File: src/rtl/mmio_seg_io.sv
// rtl/mmio_seg_io.sv - memory-mapped multiplexed 7-segment display and debounced switch peripheral
`timescale 1ns/1ps
module mmio_seg_io #(
    parameter int NDIGITS       = 4,
    parameter int SEGW          = 7,
    parameter int REFRESH_BITS  = 14,
    parameter int NSW           = 2,
    parameter int DEBOUNCE_BITS = 16,
    parameter int BLINK_BITS    = 22
) (
    input  logic               CLK,
    input  logic               RESET,
    input  logic [3:0]         IOAddr,
    input  logic [31:0]        IOWriteData,
    input  logic               IOWriteEn,
    output logic [31:0]        IOReadData,
    input  logic [NSW-1:0]     SW,
    output logic [SEGW-1:0]    SEG,
    output logic [NDIGITS-1:0] AN
);
    localparam int DW   = NDIGITS * SEGW;
    localparam int IDXW = $clog2(NDIGITS);

    localparam logic [3:0] A_DISP   = 4'h0;
    localparam logic [3:0] A_CTRL   = 4'h1;
    localparam logic [3:0] A_SWITCH = 4'h4;
    localparam logic [3:0] A_CHANGE = 4'h5;

    logic [DW-1:0]            disp_q;
    logic [1:0]               ctrl_q;
    logic [REFRESH_BITS-1:0]  presc_q;
    logic [IDXW-1:0]          idx_q, idx_d;
    logic [BLINK_BITS-1:0]    blink_q;
    logic [NDIGITS-1:0]       an_q, an_d;
    logic [SEGW-1:0]          seg_q, seg_d;
    logic                     blank;

    logic [NSW-1:0]           sync1_q, sync2_q;
    logic [NSW-1:0]           deb_q, deb_d;
    logic [NSW-1:0]           chg_q, chg_d;
    logic [DEBOUNCE_BITS-1:0] cnt_q [NSW];
    logic [DEBOUNCE_BITS-1:0] cnt_d [NSW];

    logic wr_disp, wr_ctrl, wr_chg;
    logic unused_wdata;

    assign wr_disp = IOWriteEn && (IOAddr == A_DISP);
    assign wr_ctrl = IOWriteEn && (IOAddr == A_CTRL);
    assign wr_chg  = IOWriteEn && (IOAddr == A_CHANGE);
    assign unused_wdata = ^IOWriteData;

    always_ff @(posedge CLK or posedge RESET) begin
        if (RESET) begin
            disp_q <= '0;
            ctrl_q <= 2'b01;
        end else begin
            if (wr_disp) disp_q <= IOWriteData[DW-1:0];
            if (wr_ctrl) ctrl_q <= IOWriteData[1:0];
        end
    end

    // Digit advances on the cycle the prescaler rolls over to zero.
    always_comb begin
        idx_d = idx_q;
        if (presc_q == '1) begin
            idx_d = (idx_q == IDXW'(NDIGITS - 1)) ? '0 : idx_q + 1'b1;
        end
    end

    assign blank = !ctrl_q[0] || (ctrl_q[1] && blink_q[BLINK_BITS-1]);

    always_comb begin
        an_d  = '1;
        seg_d = '1;
        if (!blank) begin
            for (int i = 0; i < NDIGITS; i++) begin
                if (idx_q == IDXW'(i)) begin
                    an_d[i] = 1'b0;
                    seg_d   = ~disp_q[i*SEGW +: SEGW];
                end
            end
        end
    end

    always_ff @(posedge CLK or posedge RESET) begin
        if (RESET) begin
            presc_q <= '0;
            idx_q   <= '0;
            blink_q <= '0;
            an_q    <= '1;
            seg_q   <= '1;
        end else begin
            presc_q <= presc_q + 1'b1;
            idx_q   <= idx_d;
            blink_q <= blink_q + 1'b1;
            an_q    <= an_d;
            seg_q   <= seg_d;
        end
    end

    // A debounce acceptance sets its flag after the W1C clear, so a same-cycle set wins.
    always_comb begin
        deb_d = deb_q;
        chg_d = chg_q;
        if (wr_chg) chg_d = chg_q & ~IOWriteData[NSW-1:0];
        for (int k = 0; k < NSW; k++) begin
            cnt_d[k] = '0;
            if (sync2_q[k] != deb_q[k]) begin
                if (cnt_q[k] == '1) begin
                    deb_d[k] = sync2_q[k];
                    chg_d[k] = 1'b1;
                end else begin
                    cnt_d[k] = cnt_q[k] + 1'b1;
                end
            end
        end
    end

    always_ff @(posedge CLK or posedge RESET) begin
        if (RESET) begin
            sync1_q <= '0;
            sync2_q <= '0;
            deb_q   <= '0;
            chg_q   <= '0;
            for (int k = 0; k < NSW; k++) cnt_q[k] <= '0;
        end else begin
            sync1_q <= SW;
            sync2_q <= sync1_q;
            deb_q   <= deb_d;
            chg_q   <= chg_d;
            for (int k = 0; k < NSW; k++) cnt_q[k] <= cnt_d[k];
        end
    end

    always_comb begin
        IOReadData = '0;
        case (IOAddr)
            A_DISP:   IOReadData[DW-1:0]  = disp_q;
            A_CTRL:   IOReadData[1:0]     = ctrl_q;
            A_SWITCH: IOReadData[NSW-1:0] = deb_q;
            A_CHANGE: IOReadData[NSW-1:0] = chg_q;
            default:  IOReadData = '0;
        endcase
    end

    assign SEG = seg_q;
    assign AN  = an_q;

endmodule

File: config.mk
export PLATFORM = sky130hd
export DESIGN_NAME = mmio_seg_io
export DESIGN_NICKNAME = d
export VERILOG_FILES = /design/src/rtl/mmio_seg_io.sv
export SDC_FILE = /design/constraint.sdc
export NUM_CORES = 1
export LEC_CHECK = 0
export ABC_CLOCK_PERIOD_IN_PS = 7700
export BUFFER_PORTS_ARGS = -buffer_cell sky130_fd_sc_hd__buf_2
export CAP_MARGIN = 10
export CORE_ASPECT_RATIO = 2
export CORE_MARGIN = 4
export CORE_UTILIZATION = 25
export CTS_CLUSTER_DIAMETER = 100
export DETAILED_ROUTE_END_ITERATION = 16
export HOLD_SLACK_MARGIN = 0.03
export SYNTH_ARGS = -nofsm -noshare
export SYNTH_HDL_FRONTEND = slang
export SYNTH_SLANG_ARGS = --single-unit
File: constraint.sdc
create_clock -name CLK -period 7.7 [get_ports CLK]
set_clock_uncertainty 0.1 [all_clocks]
set_input_delay 1.54 -clock CLK [delete_from_list [all_inputs] [get_ports CLK]]
set_output_delay 1.54 -clock CLK [all_outputs]
set_load 0.02 [all_outputs]
==> summary.txt <==
Clocking
  – TritonCTS Sinks: roughly 120
  – # resized after CTS: 0
  – CTS H-tree lvls: 4
  – Clock Tree Buf Depth: 2
  – Root buf cell: clkbuf_16
  – CTS tree: yes
  – Worst-skew pair later-pin latency: ~420 ps
  – Clk slew on worst S/H paths: 50 ps
  – CTS buffer count: 17
  – Hold buffers post-CTS: 0
  – Postcts setup bufs: 0

Finish
  – Multi-input gate area: 0.002332 sq mm
  – Most frequent cells in the layout: 107 x dfrtp_1, 75 x buf_2, 40 x nor2_1
  – Area growth, synth to finish: 23.49%
  – Layout Nets: about 600
  – Layout cells sized above 1: 28.47%
  – Finished Cell Area: 0.006789 sq mm
  – Fillers: 2193
  – Sequential Area: 0.002993 sq mm
  – Commonest non-fill, non-tap cell in the layout: dfrtp_1

Pwr
  – Power per standard cell area: 255.2 mW/mm^2
  – LEAKAGE: 3.191 nW
  – VDD IR max: 156.3 uV
  – Power Internal: 1.346 mW
  – Clock Power Share: 49.4%
  – Sw frac: around 22%
  – Register share of total power: about two fifths
  – Comb power frac: 9.1%
  – P_sw: 0.3867 mW

STA
  – Setup total negative slack: 0 ps
  – Min Tclk post-route: 4228 ps
  – RSZ-0062 raised after global routing: false
  – Period utilisation layout: 54.92%
  – Final Slew Violations: 0
  – Hold Violations, Final: 0
  – Worst-margin pin slew: 914.9 ps
  – Final setup violating endpoints: 0
  – Highest clock rate: 236.5 MHz
  – Worst slew margin: 39.01%

Place
  – Routability congestion estimate: ~0.75
  – Port-buffer cells: 75
  – DP Area: approximately 0.0061 sq mm
  – DP HPWL: between 8 and 9 mm

Setup path
  – WP data required: 6060 ps
  – CP Class: in -> out
  – Worst path arrival time: 2590 ps
  – Crit end category: output pin
  – FF-to-FF setup slack: around 5600 ps
  – CP max FO: 27
  – Worst Setup Start Kind: input pin

Route
  – DR vias: 3761
  – DRT iter0 DRCs: between 100 and 150
  – Final WL: 11.65 mm
  – ANT nets after route: 0
  – Post-DR vias/cell: 4.461
  – Post-route DRC: 0
  – DR pass1 iterations: 4
  – Drt wl/cell: 13.81 um

Synth
  – Syn avg cell area: 11.55 sq um
  – Sequential fraction of the synthesis area: between 50% and 60%
  – Synth area leader: dfrtp_1
  – Synth top area cells: dfrtp_1 49%, dfstp_2 5.7%, xnor2_1 5.6%
  – Ys Warns: 0
  – Top cell type's share of synthesized area: 48.70%
  – Synth Cell Area: 0.005498 sq mm
  – Post-Synthesis Cells: 476
  – Netlist cell types: 40
  – Register bit count reported by yosys: 119

Die
  – Initial core utilization: 25.47%
  – Die Wd: 112.9 um
  – Die area: 0.02457 sq mm
  – # IOs: 84
  – Chip height: 217.7 um
  – Core area: 0.02159 sq mm
  – Cell Rows: 76

Flow run
  – Maxcap violations: 0

Global route
  – Largest net degree at the start of global routing: 73
  – Initial antenna violation count: 3
  – First-pass GRT wire length: 19.51 mm
  – GRT Resource Usage Total: 10.10%
  – Vias in the first global route: 3905
  – Total gr overflow: 0

Worst hold path
  – Hold WC Path Type: reg -> reg

Run status
  – Status: completed
[layout make-up]
type	instances	share of cell area, %
antenna	1	0.03686
clock buffer	24	7.390
clock inverter	8	2.101
inverter	20	1.143
multi-input combinational	320	34.35
sequential	119	44.08
tap	273	5.031
timing repair buffer	78	5.861
[layer usage]
layer	GRT usage (%)	up-vias	wire length [um]
met1	10.59	1865	4504
met5	0	-	21
met3	3.832	19	763
met4	4.934	4	261
li1	-	1793	-
met2	17.52	80	6096
[kinds of logic (layout without fill, tap and decap cells)]
family	after synthesis	after routing	synth area share, %
xor gates and xnor gates	60	60	9.558
other	1	5	0.06821
and+or+nand+nor	181	181	18.00
adders and majority gates	8	8	1.821
muxes	35	35	8.944
buffers and inverters	40	130	3.345
DFF	119	119	54.44
AOI/OAI and AO/OA	32	32	3.824
[Yosys cell counts, drive strengths merged]
master     n
dfrtp    107
nor2      40
xnor2     35
mux2      33
and2      27
nand2     25
xor2      25
nand4     22
nand3     21
inv       20
a21oi     16
and3      15
dfstp     12
clkbuf    11
nor3      10
buf        9
ha         8
a221oi     7
nor4       7
and4       5
or3        3
a41o       2
mux4       2
nor2b      2
nor3b      2
o21ai      2
o2bb2ai    2
a21boi     1
a31oi      1
conb       1
nand4b     1
o21bai     1
or2        1
[stage by stage]
stage	hold WS, ps	utilization, %	total power [mW]	std cells	setup slack [ps]
5_1_grt	270.2	31.44	1.802	842	3342
6_report	248.8	31.45	1.732	843	3472
2_1_floorplan	231.2	-	0.8333	479	2922
4_1_cts	251.1	31.44	1.757	842	3459
3_3_place_gp	245.0	28.45	0.8887	810	3444
3_5_place_dp	238.6	28.45	0.8918	810	3462
[final timing paths]
kind,from,depth (start not counted),to
worst max-delay path,IOAddr[1],5,IOReadData[23]
worst min register to register,sync1_q[0],0,sync2_q[0]
max in group asynchronous,RESET,3,cnt_q[18]
min in group asynchronous,RESET,2,disp_q[26]
worst min-delay path,sync1_q[0],0,sync2_q[0]
worst max register to register,idx_q[1],6,SEG[3]
[power by group through the flow]
stage	Clock, mW	Combinational [mW]	Sequential, mW
floorplan	0	0.106	0.727
global placement	0	0.158	0.730
detailed placement	0	0.160	0.732
CTS	0.875	0.161	0.721
global route	0.900	0.174	0.727
finish	0.855	0.157	0.720
[worst max-delay path, stage by stage]
cell	delay [ps]
buf_2	140
nor4_4	260
buf_4	290
and2_1	180
buf_2	170
[state kept, by name (all words and copies together) (netlist names)]
name and count:
AN 4, sync2_q 2, sync1_q 2, presc_q 14, deb_q 2, blink_q 22, disp_q 28, chg_q 2
cnt_q 32, ctrl_q 2, SEG 7, idx_q 2
Power figures use the tool's default switching activity.
